<file path="config.mk">
export PLATFORM = sky130hd
export DESIGN_NAME = piso_serializer
export DESIGN_NICKNAME = d
export VERILOG_FILES = /design/src/rtl/ser_pkg.sv /design/src/rtl/piso_serializer.sv
export SDC_FILE = /design/constraint.sdc
export NUM_CORES = 1
export LEC_CHECK = 0
export CORE_AREA = 2 2 39 41
export DETAILED_ROUTE_END_ITERATION = 10
export DIE_AREA = 0 0 41 43
export GPL_TIMING_DRIVEN = 1
export PLACE_DENSITY = 0.76
export SYNTH_ARGS = -nofsm -noshare
export SYNTH_HDL_FRONTEND = slang
export SYNTH_SLANG_ARGS = --single-unit
</file>
<file path="constraint.sdc">
create_clock -name clk -period 5.85 [get_ports clk]
set_clock_uncertainty 0.1 [all_clocks]
set_input_delay 1.4625 -clock clk [delete_from_list [all_inputs] [get_ports clk]]
set_output_delay 1.4625 -clock clk [all_outputs]
set_load 0.02 [all_outputs]
</file>
<file path="src/rtl/ser_pkg.sv">
// Shared definitions for the serial front-end: FSM state encoding and sizing helpers.
package ser_pkg;

  localparam logic [1:0] ST_IDLE  = 2'b00;
  localparam logic [1:0] ST_SHIFT = 2'b01;

  typedef enum logic [1:0] {
    StIdle  = ST_IDLE,
    StShift = ST_SHIFT
  } ser_state_e;

  // Number of bits needed to count 0..value-1; 0 for value <= 1.
  function automatic int unsigned clog2(input int unsigned value);
    int unsigned result;
    result = 0;
    for (int unsigned i = 0; i < 32; i++) begin
      if ((64'd1 << i) < 64'(value)) result = i + 1;
    end
    return result;
  endfunction

endpackage

</file>
<file path="src/rtl/piso_serializer.sv">
// Parallel-in/serial-out stage: takes a WIDTH-bit word over valid/ready and emits it one bit
// per clock on ser_out, with back-to-back frames and a fixed idle level between frames.
module piso_serializer
  import ser_pkg::*;
#(
  parameter int unsigned WIDTH     = 8,
  parameter bit          MSB_FIRST = 1'b1,
  parameter bit          IDLE_BIT  = 1'b0
) (
  input  logic             clk,
  input  logic             rst,
  input  logic [WIDTH-1:0] data_in,
  input  logic             data_valid,
  output logic             data_ready,
  output logic             ser_out,
  output logic             ser_valid,
  output logic             busy,
  output logic             frame_done
);

  // Counter only has to reach WIDTH-1; keep at least one bit for degenerate sizes.
  localparam int unsigned     CntW    = (clog2(WIDTH) < 1) ? 1 : clog2(WIDTH);
  localparam logic [CntW-1:0] CntLast = CntW'(WIDTH - 1);

  ser_state_e       state_q, state_d;
  logic [WIDTH-1:0] shreg_q, shreg_d;
  logic [CntW-1:0]  cnt_q, cnt_d;

  logic             last_bit;
  logic             acc;
  logic             head_bit;
  logic [WIDTH-1:0] shreg_shifted;

  assign last_bit = (state_q == StShift) && (cnt_q == CntLast);

  // Ready in IDLE, or during the final bit so the next word lands with no bubble.
  assign data_ready = !rst && ((state_q == StIdle) || last_bit);
  assign acc        = data_valid && data_ready;

  // Head bit is the one presented this cycle; shifting moves the next bit into its place.
  assign head_bit      = MSB_FIRST ? shreg_q[WIDTH-1] : shreg_q[0];
  assign shreg_shifted = MSB_FIRST ? {shreg_q[WIDTH-2:0], 1'b0} : {1'b0, shreg_q[WIDTH-1:1]};

  // Next-state logic for FSM, shift register and bit counter.
  always_comb begin
    state_d = state_q;
    shreg_d = shreg_q;
    cnt_d   = cnt_q;
    unique case (state_q)
      StIdle: begin
        if (acc) begin
          shreg_d = data_in;
          cnt_d   = '0;
          state_d = StShift;
        end
      end
      StShift: begin
        if (last_bit) begin
          if (acc) begin
            shreg_d = data_in;
            cnt_d   = '0;
          end else begin
            cnt_d   = '0;
            state_d = StIdle;
          end
        end else begin
          shreg_d = shreg_shifted;
          cnt_d   = cnt_q + CntW'(1);
        end
      end
      default: begin
        state_d = StIdle;
        cnt_d   = '0;
      end
    endcase
  end

  // State registers with synchronous reset; reset abandons any frame in flight.
  always_ff @(posedge clk) begin
    if (rst) begin
      state_q <= StIdle;
      shreg_q <= '0;
      cnt_q   <= '0;
    end else begin
      state_q <= state_d;
      shreg_q <= shreg_d;
      cnt_q   <= cnt_d;
    end
  end

  // Outputs decode registered state only, so they are glitch-free.
  always_comb begin
    ser_valid  = (state_q == StShift);
    busy       = ser_valid;
    ser_out    = ser_valid ? head_bit : IDLE_BIT;
    frame_done = last_bit;
  end

endmodule

</file>
==> results of run 1 <==
==> how the worst max path moves through the flow <==
stage	endpoint	slack, ns	cells past startpoint
after floorplan	data_ready	2.37	2
after CTS	data_ready	1.37	3
after detailed placement	data_ready	1.37	3
final	data_ready	1.38	3
after global placement	data_ready	1.39	3
after global routing	data_ready	1.28	3
==> sequential cells by signal, indices dropped and copies added, names as in the netlist <==
signal,flops
shreg_q,8
cnt_q,3
state_q,1
==> cell usage in the layout, fill, tap and decap left out <==
cell / synthesis / routed
nor3b_1: 7 / 7
clkbuf_4: 0 / 3
a21oi_1: 3 / 3
and2_1: 1 / 1
nor3_1: 1 / 1
nor2_1: 2 / 2
clkdlybuf4s50_1: 0 / 15
nor2b_1: 1 / 1
a211oi_1: 8 / 8
nand3b_1: 2 / 2
nand2b_1: 1 / 1
or4b_1: 1 / 1
inv_1: 1 / 1
nand2_1: 3 / 3
ha_1: 3 / 3
dfxtp_1: 12 / 12
and2_2: 1 / 1
mux2i_1: 8 / 8
nand4bb_1: 1 / 1
==> final cells by class <==
type / count / area, µm²
inverter: 1 / 3.75
timing repair buffer: 15 / 150
clock buffer: 3 / 22.5
tap: 16 / 20.0
multi-input combinational: 43 / 332
fill: 128 / 616
sequential: 12 / 240
==> through the flow <==
stage	instance area (µm²)	utilization [%]
floorplan	608	-
global placement	746	53.9
detailed placement	746	53.9
CTS	768	55.5
global route	768	55.5
finish	768	55.5
==> worst register-to-register path, delay by kind of cell, from the launching register on <==
family | cells | cell delay [ns]
AND/OR/NAND/NOR | 3 | 0.97
AO/OA/AOI/OAI | 1 | 0.13
flip-flops | 1 | 0.35
adder cells (fa/ha/maj) | 3 | 0.79
==> cell families after synthesis <==
| logic type | after synthesis | share of synthesized area, % |
|---|---|---|
| buf+inv | 7 | 5.97 |
| compound gates | 11 | 12.3 |
| mux | 8 | 13.2 |
| simple gates | 21 | 22.8 |
| fa+ha+maj | 3 | 6.17 |
| flops | 12 | 39.5 |
==> routing by layer <==
layer | vias up | share of wire, %
met5 | - | 0
met4 | 0 | 1.1
met3 | 2 | 4.1
met2 | 11 | 50
met1 | 237 | 44
li1 | 250 | -
==> report_power, final <==
group / switching [W] / total, W / internal [W] / leakage [nW]
combinational: 0.0000242 / 0.0000545 / 0.0000303 / 0.187
sequential: 0.00000950 / 0.000102 / 0.0000921 / 0.0989
clock: 0.0000265 / 0.0000503 / 0.0000238 / 0.0138
==> results by group, run 1 <==
Synth
  • Synth warnings: 0
  • Top FF cell, synth: dfxtp_1
  • Cell variety after synth: 20
  • Cells after synthesis: 62
  • Post-synth EDFFs: 0
  • Post-synth top area share: around two fifths
  • Yosys top cell by area: dfxtp_1
  • Seq cells post-synth: 12
  • Register area share after synthesis: 39.5%
  • Syn Std Cell Area: 608 µm²
  • Top cells by area, synth: dfxtp_1 40%, mux2i_1 13%, a211oi_1 9.9%
  • Most common cell in the netlist: dfxtp_1
  • Avg Synthesized Cell Area: a little under 10 µm²
  • Asr flop ratio synth: 0%
  • Most common library cells after synthesis: 12 x dfxtp_1, 8 x a211oi_1, 8 x mux2i_1
  • Synth Net Count: 76

Floorplan
  • # IOs: 16
  • Initial Util: 43.9%
  • Area of the core: ~1400 µm²
  • Die Height: 43 µm
  • Die Area: 1760 µm²
  • Die width: approximately 41 µm
  • FP Rows: 14

Global route
  • Initial antenna violation count: 0
  • Gr busiest metal: met2
  • Pin count of the biggest net entering global routing: 19
  • Gr ovfl total: 0
  • First-pass GRT wire length: 1810 µm
  • All-Layer GR Usage: between 10% and 20%
  • Vias in the first global route: roughly 430
  • Met3 usage: 4.71%
  • Met1 usage: roughly a fifth
  • Grt met2 use: 22.5%

STA
  • Fin crit share: between 70% and 80%
  • Max Clk Rate: approximately 220 MHz
  • Hold slack final: about 0.37 ns
  • RSZ-0062 raised after global routing: false
  • Count of final max-slew check failures: 0
  • Slew headroom: between 60% and 70%
  • Tightest Pin Transition: 0.506 ns
  • Worst setup margin: about 1.4 ns
  • Min Tclk post-route: around 4.5 ns
  • Final Setup Violations: 0
  • Final hold violations: 0
  • Final setup TNS: 0 ns

Detailed routing
  • Routed WL: ~1100 µm
  • Initial DRC count: 4
  • Post-route ant nets: 0
  • WL/cell: ~12 µm
  • DRC violations left: 0
  • Vias per Instance: 5.56
  • Via count: 500
  • DRT Pass-1 Iters: 4

Clocking
  • Setup Buffers After CTS: 0
  • CTS Root Cell: clkbuf_4
  • Clock sinks: 12
  • Max H-tree Level: 1
  • CTS Hold Bufs: 0
  • CTS tree: yes
  • Reg clk slew, reported paths: ~0.07 ns
  • Insertion delay to the later sink of the worst-skew pair: around 0.27 ns
  • Clock buffer depth: 2
  • CTS buffer count: 3
  • CTS resizes: 0

Worst setup path
  • Critical R2R Capture: cnt_q[0]
  • CP top delay family: buffers and inverters
  • FF-to-FF Start: cnt_q[0]
  • CP Capture Type: output port
  • WS Path Type: primary input to output port
  • Crit-path max FO: 14
  • R2r worst-path depth: 7
  • CP required: ~4.3 ns
  • CP Launch Type: primary input
  • Crit path buf inv count: 2
  • Slowest stage delay, CP: between 0.6 and 0.7 ns
  • Top cell by count, worst path: clkdlybuf4s50_1
  • Critical Path, Cell by Cell: clkdlybuf4s50_1 > nor2_1 > clkdlybuf4s50_1
  • Slowest cell on crit path: clkdlybuf4s50_1
  • CP arrival: 2.90 ns
  • Crit path from: rst
  • Setup slack, reg-to-reg: about 3.4 ns

Final layout
  • Diode count: 0
  • P&R area growth vs syn: 26.3%
  • Nets: 90
  • Layout Cells excl Fill: 90
  • Share of layout cells above drive strength 1: approximately 5.4%

Min path
  • Worst hold path class: register to register
  • Hold path depth: 2
  • Hold path endpoint: cnt_q[1]
  • Worst hold start: cnt_q[1]

Power and ir drop
  • Total power: 0.000206 W
  • Worst VDD drop: approximately 120 µV
  • LEAKAGE: about 0.30 nW
  • Power Density: between 200 and 300 nW/µm²

Flow run
  • Max Cap Violations: 0

Placed design
  • Placer Congestion: slightly below 0.7
  • Placed Instances: 87
  • Final HPWL DP: between 700 and 800 µm
  • IO Port Bufs: 15
  • Pre-CTS setup slack: between 1 and 1.5 ns

Outcome
  • Outcome: complete, no violations
No activity file was read; power rests on OpenSTA's default activity.
==> run 2, diff against run 1 <==
--- a/config.mk
+++ b/config.mk
@@ -5,11 +5,11 @@
 export SDC_FILE = /design/constraint.sdc
 export NUM_CORES = 1
 export LEC_CHECK = 0
-export CORE_AREA = 2 2 39 41
+export CORE_MARGIN = 2
+export CORE_UTILIZATION = 41
 export DETAILED_ROUTE_END_ITERATION = 10
-export DIE_AREA = 0 0 41 43
 export GPL_TIMING_DRIVEN = 1
-export PLACE_DENSITY = 0.76
+export PLACE_DENSITY = 0.72
 export SYNTH_ARGS = -nofsm -noshare
 export SYNTH_HDL_FRONTEND = slang
 export SYNTH_SLANG_ARGS = --single-unit
==> constraint.sdc (replaced) <==
create_clock -name clk -period 4 [get_ports clk]
set_clock_uncertainty 0.1 [all_clocks]
set_input_delay 1 -clock clk [delete_from_list [all_inputs] [get_ports clk]]
set_output_delay 1 -clock clk [all_outputs]
set_load 0.02 [all_outputs]
==> results by group, run 2 (same netlist as run 1, synthesis figures left out) <==
Outcome
  • Outcome: complete, no violations

Clocking
  • Max H-tree Level: 1
  • CTS Root Cell: clkbuf_4
  • CTS resizes: 0
  • Clock buffer depth: 2
  • CTS Hold Bufs: 0
  • Insertion delay to the later sink of the worst-skew pair: approximately 0.28 ns
  • CTS buffer count: 3
  • Setup Buffers After CTS: 0
  • CTS tree: yes
  • Clock sinks: 12
  • Reg clk slew, reported paths: roughly 0.07 ns

Floorplan
  • Die Area: roughly 1800 µm²
  • Initial Util: about 45%
  • Area of the core: 1350 µm²
  • Die Height: around 43 µm
  • Die width: 42.5 µm
  • # IOs: 16
  • FP Rows: 13

Worst setup path
  • CP arrival: approximately 2.2 ns
  • FF-to-FF Start: cnt_q[0]
  • CP Launch Type: primary input
  • Setup slack, reg-to-reg: roughly 1.6 ns
  • Crit path from: rst
  • Crit-path max FO: 2
  • R2r worst-path depth: 7
  • Slowest cell on crit path: clkdlybuf4s50_1
  • CP Depth: 3
  • CP Capture Type: output port
  • Crit path buf inv count: 2
  • CP required: between 2 and 3 ns
  • Top cell by count, worst path: clkdlybuf4s50_1
  • WS Path Type: primary input to output port
  • Slowest stage delay, CP: slightly above 0.6 ns
  • Critical R2R Capture: cnt_q[0]
  • Critical Path, Cell by Cell: clkdlybuf4s50_1 > nor2_1 > clkdlybuf4s50_1
  • CP top delay family: buffers and inverters
  • Worst setup path endpoint: data_ready

Global route
  • First-pass GRT wire length: approximately 2000 µm
  • Initial antenna violation count: 0
  • Pin count of the biggest net entering global routing: 19
  • Vias in the first global route: around 450
  • Gr ovfl total: 0
  • All-Layer GR Usage: 15.4%

Final layout
  • Biggest register: shreg_q
  • Top Registers: shreg_q: 8 flops, cnt_q: 3 flops, state_q: 1 flops
  • Max reg flops: 8
  • Most common library cell in the layout ignoring fill and taps: clkdlybuf4s50_1
  • Design Area, Final: slightly below 800 µm²
  • Most frequent cells in the layout: 15 x clkdlybuf4s50_1, 12 x dfxtp_1, 8 x mux2i_1, 8 x a211oi_1, 7 x nor3b_1
  • Nets: between 90 and 100
  • Share of layout cells above drive strength 1: 9.09%
  • Fillers: 134
  • P&R area growth vs syn: 30.9%
  • Diode count: 0

Detailed routing
  • Post-route ant nets: 0
  • DRC violations left: 0
  • Initial DRC count: 3
  • Vias per Instance: 5.29
  • DRT Pass-1 Iters: 2
  • Via count: about 490
  • WL/cell: approximately 13 µm
  • Routed WL: 1190 µm

Power and ir drop
  • NetSw: between 0.00009 and 0.0001 W
  • Sw Ratio: 28.5%
  • Clk pwr share: approximately 30%
  • Worst VDD drop: 234 µV
  • Comb power frac: 24.9%
  • Seq pwr share: a little under half
  • Internal: about 0.00024 W
  • LEAKAGE: about 0.32 nW
  • Power Density: roughly 410 nW/µm²

STA
  • Final setup TNS: 0 ns
  • Count of final max-slew check failures: 0
  • Fin crit share: around four fifths
  • Slew headroom: 68.0%
  • Final hold violations: 0
  • Tightest Pin Transition: 0.480 ns
  • Final Setup Violations: 0
  • Min Tclk post-route: approximately 3.3 ns
  • Max Clk Rate: 308 MHz
  • RSZ-0062 raised after global routing: false

Min path
  • Worst hold path class: register to register

Placed design
  • IO Port Bufs: 15
  • Cell Area, Placed: ~760 µm²
  • Final HPWL DP: around 840 µm
  • Placer Congestion: between 0.6 and 0.7

Flow run
  • Max Cap Violations: 0
## run 2: how the worst min path moves through the flow
stage / from / end / slack [ns] / cells past startpoint
after floorplan: cnt_q[1] / cnt_q[1] / 0.34 / 2
after global placement: cnt_q[1] / cnt_q[1] / 0.36 / 2
after detailed placement: cnt_q[1] / cnt_q[1] / 0.36 / 2
after CTS: cnt_q[1] / cnt_q[1] / 0.37 / 2
after global routing: cnt_q[1] / cnt_q[1] / 0.41 / 2
final: cnt_q[1] / cnt_q[1] / 0.37 / 2
## run 2: per-stage QoR
step | hold WS (ns) | total power, W | std cells | util [%] | setup slack (ns)
after floorplan | 0.345 | 0.000205 | 62 | - | 1.45
after global placement | 0.355 | 0.000232 | 88 | 56.3 | 0.770
after detailed placement | 0.360 | 0.000234 | 88 | 56.3 | 0.738
after CTS | 0.372 | 0.000333 | 92 | 58.9 | 0.733
after global routing | 0.407 | 0.000349 | 92 | 58.9 | 0.709
final | 0.367 | 0.000330 | 92 | 58.9 | 0.749
## run 2: final cells by class
class | instances | area (µm²) | area share [%]
Inverter | 1 | 3.75 | 0.472
Multi-Input combinational cell | 43 | 332 | 41.7
Sequential cell | 12 | 240 | 30.2
Tap cell | 15 | 18.8 | 2.36
Clock buffer | 4 | 36.3 | 4.56
Timing Repair Buffer | 17 | 165 | 20.8
## run 2: worst min-delay path: cells and delay by family, from the launching register on
family	cells	cell delay (ns)
compound gates	1	0.05
flops	1	0.31
simple gates	1	0.06
## run 2: metal layers
metal | GRT usage (%) | routed length [µm]
met2 | 23.7 | 545
met3 | 7.76 | 57
met5 | 0 | 0
met1 | 18.2 | 576
met4 | 5.63 | 14
## run 2: power groups by stage
stage,clock (W),sequential [W],combinational [W]
after global routing,0.000107,0.000152,0.0000906
after detailed placement,0,0.000152,0.0000823
after CTS,0.000101,0.000149,0.0000828
after global placement,0,0.000151,0.0000806
final,0.0000987,0.000149,0.0000820
after floorplan,0,0.000147,0.0000577
